### config.mk
export PLATFORM = sky130hd
export DESIGN_NAME = cdb_arbiter
export DESIGN_NICKNAME = d
export VERILOG_FILES = /design/src/rtl/cdb_arbiter.sv
export SDC_FILE = /design/constraint.sdc
export NUM_CORES = 1
export LEC_CHECK = 0
export BUFFER_PORTS_ARGS = -buffer_cell sky130_fd_sc_hd__buf_4
export CAP_MARGIN = 20
export CORE_MARGIN = 1.5
export CORE_UTILIZATION = 56
export CTS_CLUSTER_DIAMETER = 200
export CTS_CLUSTER_SIZE = 40
export DETAILED_ROUTE_END_ITERATION = 6
export GPL_TIMING_DRIVEN = 1
export HOLD_SLACK_MARGIN = 0.02
export PLACE_DENSITY = 0.84
export SKIP_CTS_REPAIR_TIMING = 1
export SLEW_MARGIN = 20
export SYNTH_ARGS = -nofsm -noshare
export SYNTH_HDL_FRONTEND = slang
export SYNTH_SLANG_ARGS = --single-unit
### constraint.sdc
create_clock -name clk_in -period 3.6 [get_ports clk_in]
set_input_delay 0.54 -clock clk_in [delete_from_list [all_inputs] [get_ports clk_in]]
set_output_delay 0.54 -clock clk_in [all_outputs]
set_load 0.01 [all_outputs]
### src/rtl/cdb_arbiter.sv
// Common data bus arbiter: per-source result FIFOs (ALU, LSB) drained round-robin
// into one registered broadcast per cycle; flushed by roll_back, paused by rdy_in.
module cdb_arbiter #(
  parameter int ENTRY_W    = 5,
  parameter int FIFO_DEPTH = 4,
  parameter int CNT_W      = 3
) (
  input  logic               clk_in,
  input  logic               rst_in,
  input  logic               rdy_in,
  input  logic               roll_back,
  input  logic               alu_valid_in,
  input  logic [ENTRY_W-1:0] alu_entry_in,
  input  logic [31:0]        alu_value_in,
  input  logic [31:0]        alu_pc_in,
  output logic               alu_full_out,
  input  logic               lsb_valid_in,
  input  logic [ENTRY_W-1:0] lsb_entry_in,
  input  logic [31:0]        lsb_value_in,
  output logic               lsb_full_out,
  output logic               cdb_valid_out,
  output logic               cdb_src_out,
  output logic [ENTRY_W-1:0] cdb_entry_out,
  output logic [31:0]        cdb_value_out,
  output logic [31:0]        cdb_pc_out
);

  localparam int PTR_W = (FIFO_DEPTH > 1) ? $clog2(FIFO_DEPTH) : 1;
  localparam logic [CNT_W-1:0] FULL_CNT = CNT_W'(FIFO_DEPTH);

  typedef enum logic {SRC_ALU = 1'b0, SRC_LSB = 1'b1} src_e;

  typedef struct packed {
    logic [ENTRY_W-1:0] entry;
    logic [31:0]        value;
    logic [31:0]        pc;
  } alu_item_t;

  typedef struct packed {
    logic [ENTRY_W-1:0] entry;
    logic [31:0]        value;
  } lsb_item_t;

  alu_item_t        alu_mem [FIFO_DEPTH];
  lsb_item_t        lsb_mem [FIFO_DEPTH];
  logic [PTR_W-1:0] alu_wr_ptr, alu_rd_ptr;
  logic [PTR_W-1:0] lsb_wr_ptr, lsb_rd_ptr;
  logic [CNT_W-1:0] alu_cnt, lsb_cnt;
  src_e             rr_last;

  logic alu_empty, lsb_empty;
  logic gnt_alu, gnt_lsb;
  logic advance;
  logic alu_push, alu_pop, lsb_push, lsb_pop;

  function automatic logic [CNT_W-1:0] next_cnt(input logic [CNT_W-1:0] cnt,
                                                 input logic push, input logic pop);
    if (push && !pop)      return cnt + CNT_W'(1);
    else if (pop && !push) return cnt - CNT_W'(1);
    else                   return cnt;
  endfunction

  assign alu_full_out = (alu_cnt == FULL_CNT);
  assign lsb_full_out = (lsb_cnt == FULL_CNT);
  assign alu_empty    = (alu_cnt == '0);
  assign lsb_empty    = (lsb_cnt == '0);
  assign advance      = rdy_in && !roll_back;

  // Arbitration looks only at occupancy before this cycle's pushes, so nothing bypasses.
  always_comb begin
    // NOTE: every always_comb output gets a default first so no path can infer a latch.
    gnt_alu = 1'b0;
    gnt_lsb = 1'b0;
    if (!alu_empty && !lsb_empty) begin
      if (rr_last == SRC_ALU) gnt_lsb = 1'b1;
      else                    gnt_alu = 1'b1;
    end else if (!alu_empty) begin
      gnt_alu = 1'b1;
    end else if (!lsb_empty) begin
      gnt_lsb = 1'b1;
    end
  end

  assign alu_push = advance && alu_valid_in && !alu_full_out;
  assign lsb_push = advance && lsb_valid_in && !lsb_full_out;
  assign alu_pop  = advance && gnt_alu;
  assign lsb_pop  = advance && gnt_lsb;

  // NOTE: FIFO storage has no reset; the counts alone decide which slots are live.
  always_ff @(posedge clk_in) begin
    if (alu_push) alu_mem[alu_wr_ptr] <= '{entry: alu_entry_in, value: alu_value_in, pc: alu_pc_in};
    if (lsb_push) lsb_mem[lsb_wr_ptr] <= '{entry: lsb_entry_in, value: lsb_value_in};
  end

  // NOTE: sequential state uses non-blocking assignments so every register samples pre-edge values.
  always_ff @(posedge clk_in or negedge rst_in) begin
    if (!rst_in) begin
      alu_wr_ptr <= '0;
      alu_rd_ptr <= '0;
      alu_cnt    <= '0;
      lsb_wr_ptr <= '0;
      lsb_rd_ptr <= '0;
      lsb_cnt    <= '0;
    end else if (rdy_in) begin
      if (roll_back) begin
        alu_wr_ptr <= '0;
        alu_rd_ptr <= '0;
        alu_cnt    <= '0;
        lsb_wr_ptr <= '0;
        lsb_rd_ptr <= '0;
        lsb_cnt    <= '0;
      end else begin
        if (alu_push) alu_wr_ptr <= alu_wr_ptr + PTR_W'(1);
        if (alu_pop)  alu_rd_ptr <= alu_rd_ptr + PTR_W'(1);
        if (lsb_push) lsb_wr_ptr <= lsb_wr_ptr + PTR_W'(1);
        if (lsb_pop)  lsb_rd_ptr <= lsb_rd_ptr + PTR_W'(1);
        alu_cnt <= next_cnt(alu_cnt, alu_push, alu_pop);
        lsb_cnt <= next_cnt(lsb_cnt, lsb_push, lsb_pop);
      end
    end
  end

  // Broadcast registers: payload holds when idle, only the valid bit drops.
  always_ff @(posedge clk_in or negedge rst_in) begin
    if (!rst_in) begin
      cdb_valid_out <= 1'b0;
      cdb_src_out   <= 1'b0;
      cdb_entry_out <= '0;
      cdb_value_out <= '0;
      cdb_pc_out    <= '0;
      rr_last       <= SRC_LSB;
    end else if (rdy_in) begin
      if (roll_back) begin
        cdb_valid_out <= 1'b0;
        rr_last       <= SRC_LSB;
      end else if (gnt_alu) begin
        cdb_valid_out <= 1'b1;
        cdb_src_out   <= SRC_ALU;
        cdb_entry_out <= alu_mem[alu_rd_ptr].entry;
        cdb_value_out <= alu_mem[alu_rd_ptr].value;
        cdb_pc_out    <= alu_mem[alu_rd_ptr].pc;
        rr_last       <= SRC_ALU;
      end else if (gnt_lsb) begin
        cdb_valid_out <= 1'b1;
        cdb_src_out   <= SRC_LSB;
        cdb_entry_out <= lsb_mem[lsb_rd_ptr].entry;
        cdb_value_out <= lsb_mem[lsb_rd_ptr].value;
        cdb_pc_out    <= '0;
        rr_last       <= SRC_LSB;
      end else begin
        cdb_valid_out <= 1'b0;
      end
    end
  end

endmodule

==> results.yml, run 1 <==
layout:
  register_area_um2: 14890
  nets: 1268
  multiInputGateArea_um2: 4195
  num-fill-cells: 2190
  drive_gt1_frac: 0.3088
  area_growth_syn_to_layout_pct: 12.71
  finalInstanceArea_um2: 21830
  stdcell_count: 1606
cts:
  clock-sinks: 510
  cts_tree: "built"
  cts-buffers-inserted: 16
  root_buffer: "clkbuf_16"
  clk_path_buf_depth: 3
  cts.clk_slew.worst_paths_ns: 0.14
  h-tree-depth: 1
  clk_latency_ns: 0.55
synthesis:
  synth_flop_cell: "edfxtp_1"
  synth_edf_count: 424
  yosysSeqAreaShare: 0.7686
  syn-cell-area_um2: 19370
  async_flop_share: 0.1686
  synthCells: 975
  yosysUniqueCellTypes: 53
  syn_nets: 1097
  avgSynthCellArea_um2: 19.86
  ys_ff_latch: 510
  ys.warnings.count: 0
power_and_ir_drop:
  ir_worst_vdd_v: 0.0005497
  p_leak_nw: 7.480
  total_power_mw: 14.37
  powerDensity_nw_per_um2: 658.3
flow_run:
  drv_cap: 0
worst_setup_path:
  crit_fanout: 9
  cp.arrival_ns: 3.00
  worstSetupPathType: "reg -> reg"
  reg2regPathDepth: 7
  cp_data_required_time_ns: 4.05
  cp-end-kind: "flop"
  start_kind: "flop"
route:
  drc_errors: 0
  wire_per_inst_um: 24.99
  ant_nets: 0
  drt_first_iter_violations: 1176
  viasPerCell: 6.114
  finalWirelength_um: 40140
  first_pass_iters: 7
  vias: 9819
timing:
  setup_tns_ns: 0
  timing.final.crit_period_ns: 2.555
  setup_viol: 0
  fin_skew_ns: 0.01739
  slew_violations: 0
  rsz0062_at_grt: "false"
  relSlewSlack: 0.3172
  setup_ws_ns: 1.045
  fmax_mhz: 391.4
  period_share: 0.7097
  tightestPinTransition_ns: 1.024
  hold_viol: 0
die:
  ios: 185
  die_y_um: 189.0
  die_width_um: 189.0
  initial_core_util: 0.5733
  die_area_um2: 35710
  num_rows: 67
  core_um2: 33780
grt:
  grt_pass1_vias: 9982
  grt_antenna_before_repair: 3
  grt_usage: 0.2272
  grt_first_pass_wirelength_um: 60400
  grt_overflow_total: 0
  grt_max_degree: 76
place:
  place_area_um2: 21310
  routabilityCongestion: 0.8563
  dp_cells: 1574
  hpwlAfterDp_um: 25470
  pre_cts_ws_ns: 0.9980
  port_buffers: 184
worst_hold_path:
  holdPathStages: 1
  min_path_type: "in -> reg"
run_status:
  status: "finished, final reports clean"
[layer usage]
metal  wire length [um]  track usage  vias to the layer above
met5                 28            0                        -
met3               3112      0.03392                       64
met2              20590       0.3804                      460
li1                   -            -                     4232
met4               1109      0.06013                        4
met1              15300       0.3181                     5059
[cell families (layout without fill, tap and decap cells)]
family / Yosys count / after routing / synth area share
buffers and inverters: 70 / 251 / 0.01764
DFF: 510 / 510 / 0.7686
and+or+nand+nor: 156 / 156 / 0.03430
other: 0 / 2 / 0
muxes: 110 / 110 / 0.1256
AOI/OAI and AO/OA: 119 / 119 / 0.04664
adders and majority gates: 10 / 10 / 0.007236
[synth_stat cells (7+ instances only)]
cell / number / area share
o21ai_0: 9 / 0.0023
nor2_1: 46 / 0.0089
nand2_1: 79 / 0.015
a31oi_1: 39 / 0.013
a22o_1: 32 / 0.014
edfxtp_1: 424 / 0.66
dfrtp_1: 85 / 0.11
and3_1: 7 / 0.0023
buf_2: 24 / 0.0062
mux4_2: 106 / 0.12
inv_1: 16 / 0.0031
clkbuf_1: 20 / 0.0039
ha_1: 8 / 0.0052
[sequential cells by signal, summed over array words and instances, names as in the netlist, 2 cells and up]
name / cells
alu_cnt: 3
alu_mem: 276
alu_rd_ptr: 2
alu_wr_ptr: 2
cdb_entry_out: 5
cdb_pc_out: 32
cdb_value_out: 32
lsb_cnt: 3
lsb_mem: 148
lsb_rd_ptr: 2
lsb_wr_ptr: 2
[area by class of cell]
cell class	count	share of cell area
Sequential cell	510	0.6823
Multi-Input combinational cell	395	0.1922
Timing Repair Buffer	207	0.07509
Tap cell	448	0.02568
Clock buffer	27	0.02121
Inverter	16	0.002751
Clock inverter	1	0.0005159
Antenna cell	2	0.0002293
[metrics by stage]
stage                       util  hold slack, ns
final                     0.6461          0.1816
after global routing      0.6460          0.1694
after CTS                 0.6449         -0.1078
after detailed placement  0.6308          0.4782
after global placement    0.6308          0.4700
after floorplan                -          0.2444
[critical path, cell delays in order, from the launching register on]
cell	delay (ns)
dfrtp_1	0.46
or3_1	0.60
a21oi_4	0.23
nor3_1	0.08
fa_1	0.40
nand2b_1	0.17
o221a_1	0.26
a211o_1	0.27
[placed cells by master (no fill, tap or decap), types with 9 or more instances in the layout]
| master | synthesis | final |
|---|---|---|
| o21ai_0 | 9 | 9 |
| clkbuf_16 | 0 | 17 |
| buf_4 | 5 | 200 |
| inv_1 | 16 | 16 |
| nand2_1 | 79 | 79 |
| a22o_1 | 32 | 32 |
| clkbuf_1 | 20 | 10 |
| a31oi_1 | 39 | 39 |
| nor2_1 | 46 | 46 |
| dfrtp_1 | 85 | 82 |
| edfxtp_1 | 424 | 424 |
| mux4_2 | 106 | 106 |
[final timing paths]
path                       slack [ns]             end        startpoint
hold reg to reg                  0.52  cdb_pc_out[27]    cdb_pc_out[27]
setup reg to reg                 1.05      alu_cnt[2]        lsb_cnt[1]
setup / recovery                 1.05      alu_cnt[2]        lsb_cnt[1]
min in group asynchronous        0.43  cdb_pc_out[27]            rst_in
max in group asynchronous        2.32         rr_last            rst_in
hold / removal                   0.18  alu_mem[2][48]  alu_value_in[16]
[where the power goes]
group	switching, mW	total, mW	leakage, nW	internal [mW]
sequential	0.743	7.75	4.87	7.01
clock	1.60	2.51	0.227	0.912
combinational	2.04	4.11	2.39	2.08
(Power assumes the default switching activity.)
==> run 2, diff against run 1 <==
- CORE_UTILIZATION: 56 -> 53
- PLACE_DENSITY: 0.84 -> 0.83
- clock period: 3.6 -> 2.2 ns (I/O delays scaled with it)
==> run 2 against run 1 <==
- the flow now finishes with violations (DRC)
- global-route usage decreased by 2.0 points
- fmax increased by 18%
- critical path type unchanged
- largest power group unchanged
- die area increased by 5.6%
==> results.yml, run 2 (same netlist as run 1, synthesis figures left out) <==
run_status:
  status: "finished with violations"
  violations: "DRC"
power_and_ir_drop:
  p_leak_nw: 8.133
  total_power_mw: 24.04
  powerDensity_nw_per_um2: 1028
  ir_worst_vdd_v: 0.0007944
cts:
  cts_tree: "built"
  root_buffer: "clkbuf_16"
  clock-sinks: 510
  cts-buffers-inserted: 16
  cts.clk_slew.worst_paths_ns: 0.14
  clk_path_buf_depth: 3
  h-tree-depth: 1
  clk_latency_ns: 0.55
place:
  routabilityCongestion: 0.7909
  place_area_um2: 21810
  dp_cells: 1615
  pre_cts_ws_ns: 0.01923
  port_buffers: 184
  hpwlAfterDp_um: 26010
timing:
  slew_violations: 0
  fmax_mhz: 461.1
  whs_ns: 0.03980
  relSlewSlack: 0.6842
  setup_viol: 0
  hold_viol: 0
  setup_ws_ns: 0.03109
  rsz0062_at_grt: "true"
  period_share: 0.9859
  fin_skew_ns: 0.02233
  tightestPinTransition_ns: 0.4736
  setup_tns_ns: 0
  timing.final.crit_period_ns: 2.169
route:
  ant_nets: 0
  drt_first_iter_violations: 824
  first_pass_iters: 7
  finalWirelength_um: 39840
  wire_per_inst_um: 22.71
  drc_errors: 24
  vias: 10190
  viasPerCell: 5.811
die:
  core_um2: 35740
  die_area_um2: 37700
  initial_core_util: 0.5419
  die_y_um: 194.2
  num_rows: 69
  ios: 185
  die_width_um: 194.2
layout:
  largest_reg_flops: 276
  layout_common_cells: "424 x edfxtp_1, 208 x buf_4, 107 x dlygate4sd3_1, 106 x mux4_2, 81 x dfrtp_1"
  finalInstanceArea_um2: 23390
  utilization: 0.6544
  drive_gt1_frac: 0.3047
  area_growth_syn_to_layout_pct: 20.76
  top_regs: "alu_mem: 276 flops, lsb_mem: 148 flops"
  final_common_cell: "edfxtp_1"
  largest-register: "alu_mem"
  stdcell_count: 1754
  nets: 1402
worst_setup_path:
  crit_fanout: 5
  cp_slowest_cell: "dfrtp_1"
  cp-end-kind: "flop"
  path_cells: "or3_4 > a21oi_4 > nor3_4 > fa_2 > nand2b_4 > o221a_1 > a211o_1"
  cp_data_required_time_ns: 2.64
  cp.arrival_ns: 2.60
  start_kind: "flop"
  rrSetupSlack_ns: 0.03
  slowest_delay_ns: 0.45
  worstSetupPathType: "reg -> reg"
grt:
  met2_usage: 0.3476
  grtUsageMet3: 0.04227
  grt_max_degree: 47
  met1_usage: 0.2840
  grt_usage: 0.2075
  busiest_layer: "met2"
  grt_first_pass_wirelength_um: 59220
  grt_pass1_vias: 10030
  grt_antenna_before_repair: 2
  grt_overflow_total: 0
flow_run:
  drv_cap: 0
worst_hold_path:
  min_path_type: "in -> reg"
run 2: path summary, 6_finish.rpt:
kind,from,endpoint,depth (start not counted)
max,lsb_cnt[0],alu_cnt[2],7
min,roll_back,alu_wr_ptr[0],2
max reg2reg,lsb_cnt[0],alu_cnt[2],7
min reg2reg,cdb_valid_out,cdb_valid_out,1
max in group asynchronous,rst_in,cdb_pc_out[9],3
min in group asynchronous,rst_in,cdb_pc_out[22],2
run 2: power breakdown:
group / total [mW] / leakage [nW] / internal, mW / switching (mW)
combinational: 7.77 / 3.04 / 3.84 / 3.93
sequential: 12.2 / 4.87 / 11.5 / 0.695
clock: 4.10 / 0.227 / 1.49 / 2.60
total: 24.0 / 8.13 / 16.8 / 7.23
run 2: critical path, delay by kind of cell (launching register included):
family / cells / cell delay [ns]
AO/OA/AOI/OAI: 3 / 0.63
flip-flops: 1 / 0.45
adder cells (fa/ha/maj): 1 / 0.37
AND/OR/NAND/NOR: 3 / 0.61
run 2: layout make-up:
| class | count | area [um^2] |
|---|---|---|
| antenna | 3 | 7.507 |
| fill | 2357 | 12350 |
| timing repair buffer | 341 | 3153 |
| sequential | 510 | 14900 |
| tap | 461 | 576.8 |
| inverter | 16 | 60.06 |
| clock buffer | 27 | 462.9 |
| multi-input combinational | 395 | 4222 |
| clock inverter | 1 | 11.26 |
run 2: routing by layer:
| layer | vias to the layer above | share of wire |
|---|---|---|
| li1 | 4496 | - |
| met3 | 43 | 0.062 |
| met2 | 322 | 0.51 |
| met4 | 4 | 0.018 |
| met1 | 5327 | 0.41 |
| met5 | - | 0.0014 |
==> run 3, diff against run 2 <==
- CORE_UTILIZATION: 53 -> 25
- PLACE_DENSITY: 0.83 -> 0.5
==> run 3 against run 2 <==
- the flow now finishes without violations
- total power grew 1.7%
- critical path depth stayed put
- clock power is 5.4% higher
- critical endpoint is now lsb_cnt[2]
- largest cell class unchanged
- largest power group unchanged
==> results.yml, run 3 (same netlist as run 1, synthesis figures left out) <==
grt:
  met1_usage: 0.1476
  grt_overflow_total: 0
  grtUsageMet3: 0.03472
  grt_max_degree: 64
  grt_antenna_before_repair: 10
  grt_pass1_vias: 10060
  grt_first_pass_wirelength_um: 67440
  met2_usage: 0.1909
  busiest_layer: "met2"
  grt_usage: 0.1150
worst_hold_path:
  holdPathStages: 2
  min_path_type: "in -> reg"
route:
  finalWirelength_um: 46080
  drt_first_iter_violations: 642
  drc_errors: 0
  wire_per_inst_um: 19.82
  ant_nets: 0
  viasPerCell: 4.304
  vias: 10010
  first_pass_iters: 5
cts:
  clk_latency_ns: 0.57
  cts_tree: "built"
  cts.clk_slew.worst_paths_ns: 0.15
  root_buffer: "clkbuf_16"
  clock-sinks: 510
  h-tree-depth: 1
  cts-buffers-inserted: 16
  clk_path_buf_depth: 3
power_and_ir_drop:
  p_leak_nw: 8.130
  ir_worst_vdd_v: 0.0007236
  powerDensity_nw_per_um2: 1015
timing:
  timing.final.crit_period_ns: 2.133
  period_share: 0.9696
  slew_violations: 0
  fin_skew_ns: 0.02002
  fmax_mhz: 468.8
  relSlewSlack: 0.4780
  setup_viol: 0
  rsz0062_at_grt: "true"
  hold_viol: 0
  tightestPinTransition_ns: 0.7770
  whs_ns: 0.09492
worst_setup_path:
  slowest_delay_ns: 0.41
  path_cells: "buf_4 > o31a_1 > nor2_1 > nor3_1 > fa_2 > a32o_1 > o311ai_0"
  cp.arrival_ns: 2.59
  reg2regPathDepth: 7
  cp.depth: 7
  worstSetupPathType: "reg -> reg"
  critPathBufInv: 1
  cp_slowest_cell: "dfrtp_1"
  start_kind: "flop"
  path_delay_family: "compound AO/OA/AOI/OAI gates"
  cp_data_required_time_ns: 2.66
  cp-end-kind: "flop"
  crit_fanout: 8
layout:
  final_common_cell: "edfxtp_1"
  stdcell_count: 2325
  layout_common_cells: "424 x edfxtp_1, 210 x buf_4, 107 x dlygate4sd3_1, 106 x mux4_2, 82 x dfrtp_1"
  largest-register: "alu_mem"
  area_growth_syn_to_layout_pct: 24.36
  utilization: 0.3155
  drive_gt1_frac: 0.3047
  nets: 1402
  finalInstanceArea_um2: 24080
  largest_reg_flops: 276
  top_regs: "alu_mem: 276 flops, lsb_mem: 148 flops"
die:
  die_y_um: 281.3
  die_width_um: 281.3
  core_um2: 76330
  die_area_um2: 79150
  num_rows: 101
  ios: 185
  initial_core_util: 0.2537
place:
  hpwlAfterDp_um: 30000
  place_area_um2: 22500
  dp_cells: 2184
  port_buffers: 184
  routabilityCongestion: 0.7609
run_status:
  status: "finished, final reports clean"
flow_run:
  drv_cap: 0
## run 3: changes by cell type in the layout (fill, tap and decap cells not counted), sizes merged
cell / delta
diode: +2
## run 3: stage by stage
step / setup slack [ns] / TNS, ns / power [mW]
global route: -0.04571 / -0.04800 / 25.84
finish: 0.06690 / 0 / 24.45
floorplan: -0.1098 / -0.1098 / 16.90
CTS: -0.05931 / -0.07907 / 24.73
detailed placement: 0.02642 / 0 / 20.39
global placement: 0.03411 / 0 / 20.34
## run 3: routing by layer
metal	part of all wire	up-vias
met1	0.44	5261
met5	0.0015	-
met4	0.017	10
met2	0.49	196
li1	-	4497
met3	0.054	43
## run 3: worst register-to-register path, stage by stage (launching register included)
cell,delay (ns)
dfrtp_1,0.41
buf_4,0.17
o31a_1,0.32
nor2_1,0.14
nor3_1,0.08
fa_2,0.38
a32o_1,0.23
o311ai_0,0.28
## run 3: final timing paths
check | start | end | slack (ns)
worst max-delay path | alu_cnt[1] | lsb_cnt[2] | 0.07
worst min-delay path | rdy_in | alu_wr_ptr[0] | 0.09
worst max register to register | alu_cnt[1] | lsb_cnt[2] | 0.07
worst min register to register | cdb_valid_out | cdb_valid_out | 0.51
max in group asynchronous | rst_in | cdb_pc_out[10] | 1.54
min in group asynchronous | rst_in | cdb_pc_out[30] | 0.26
## run 3: final cells by class
| class | count | area, um^2 |
|---|---|---|
| antenna | 5 | 12.51 |
| clock buffer | 27 | 462.9 |
| clock inverter | 1 | 11.26 |
| fill | 7502 | 52240 |
| inverter | 16 | 60.06 |
| multi-input combinational | 395 | 4227 |
| sequential | 510 | 14890 |
| tap | 1030 | 1289 |
| timing repair buffer | 341 | 3128 |
## run 3: power breakdown
part / internal [mW] / switching, mW / leakage [nW]
Sequential: 11.5 / 0.683 / 4.87
Combinational: 3.90 / 4.08 / 3.04
Clock: 1.49 / 2.82 / 0.227
Total: 16.9 / 7.58 / 8.13
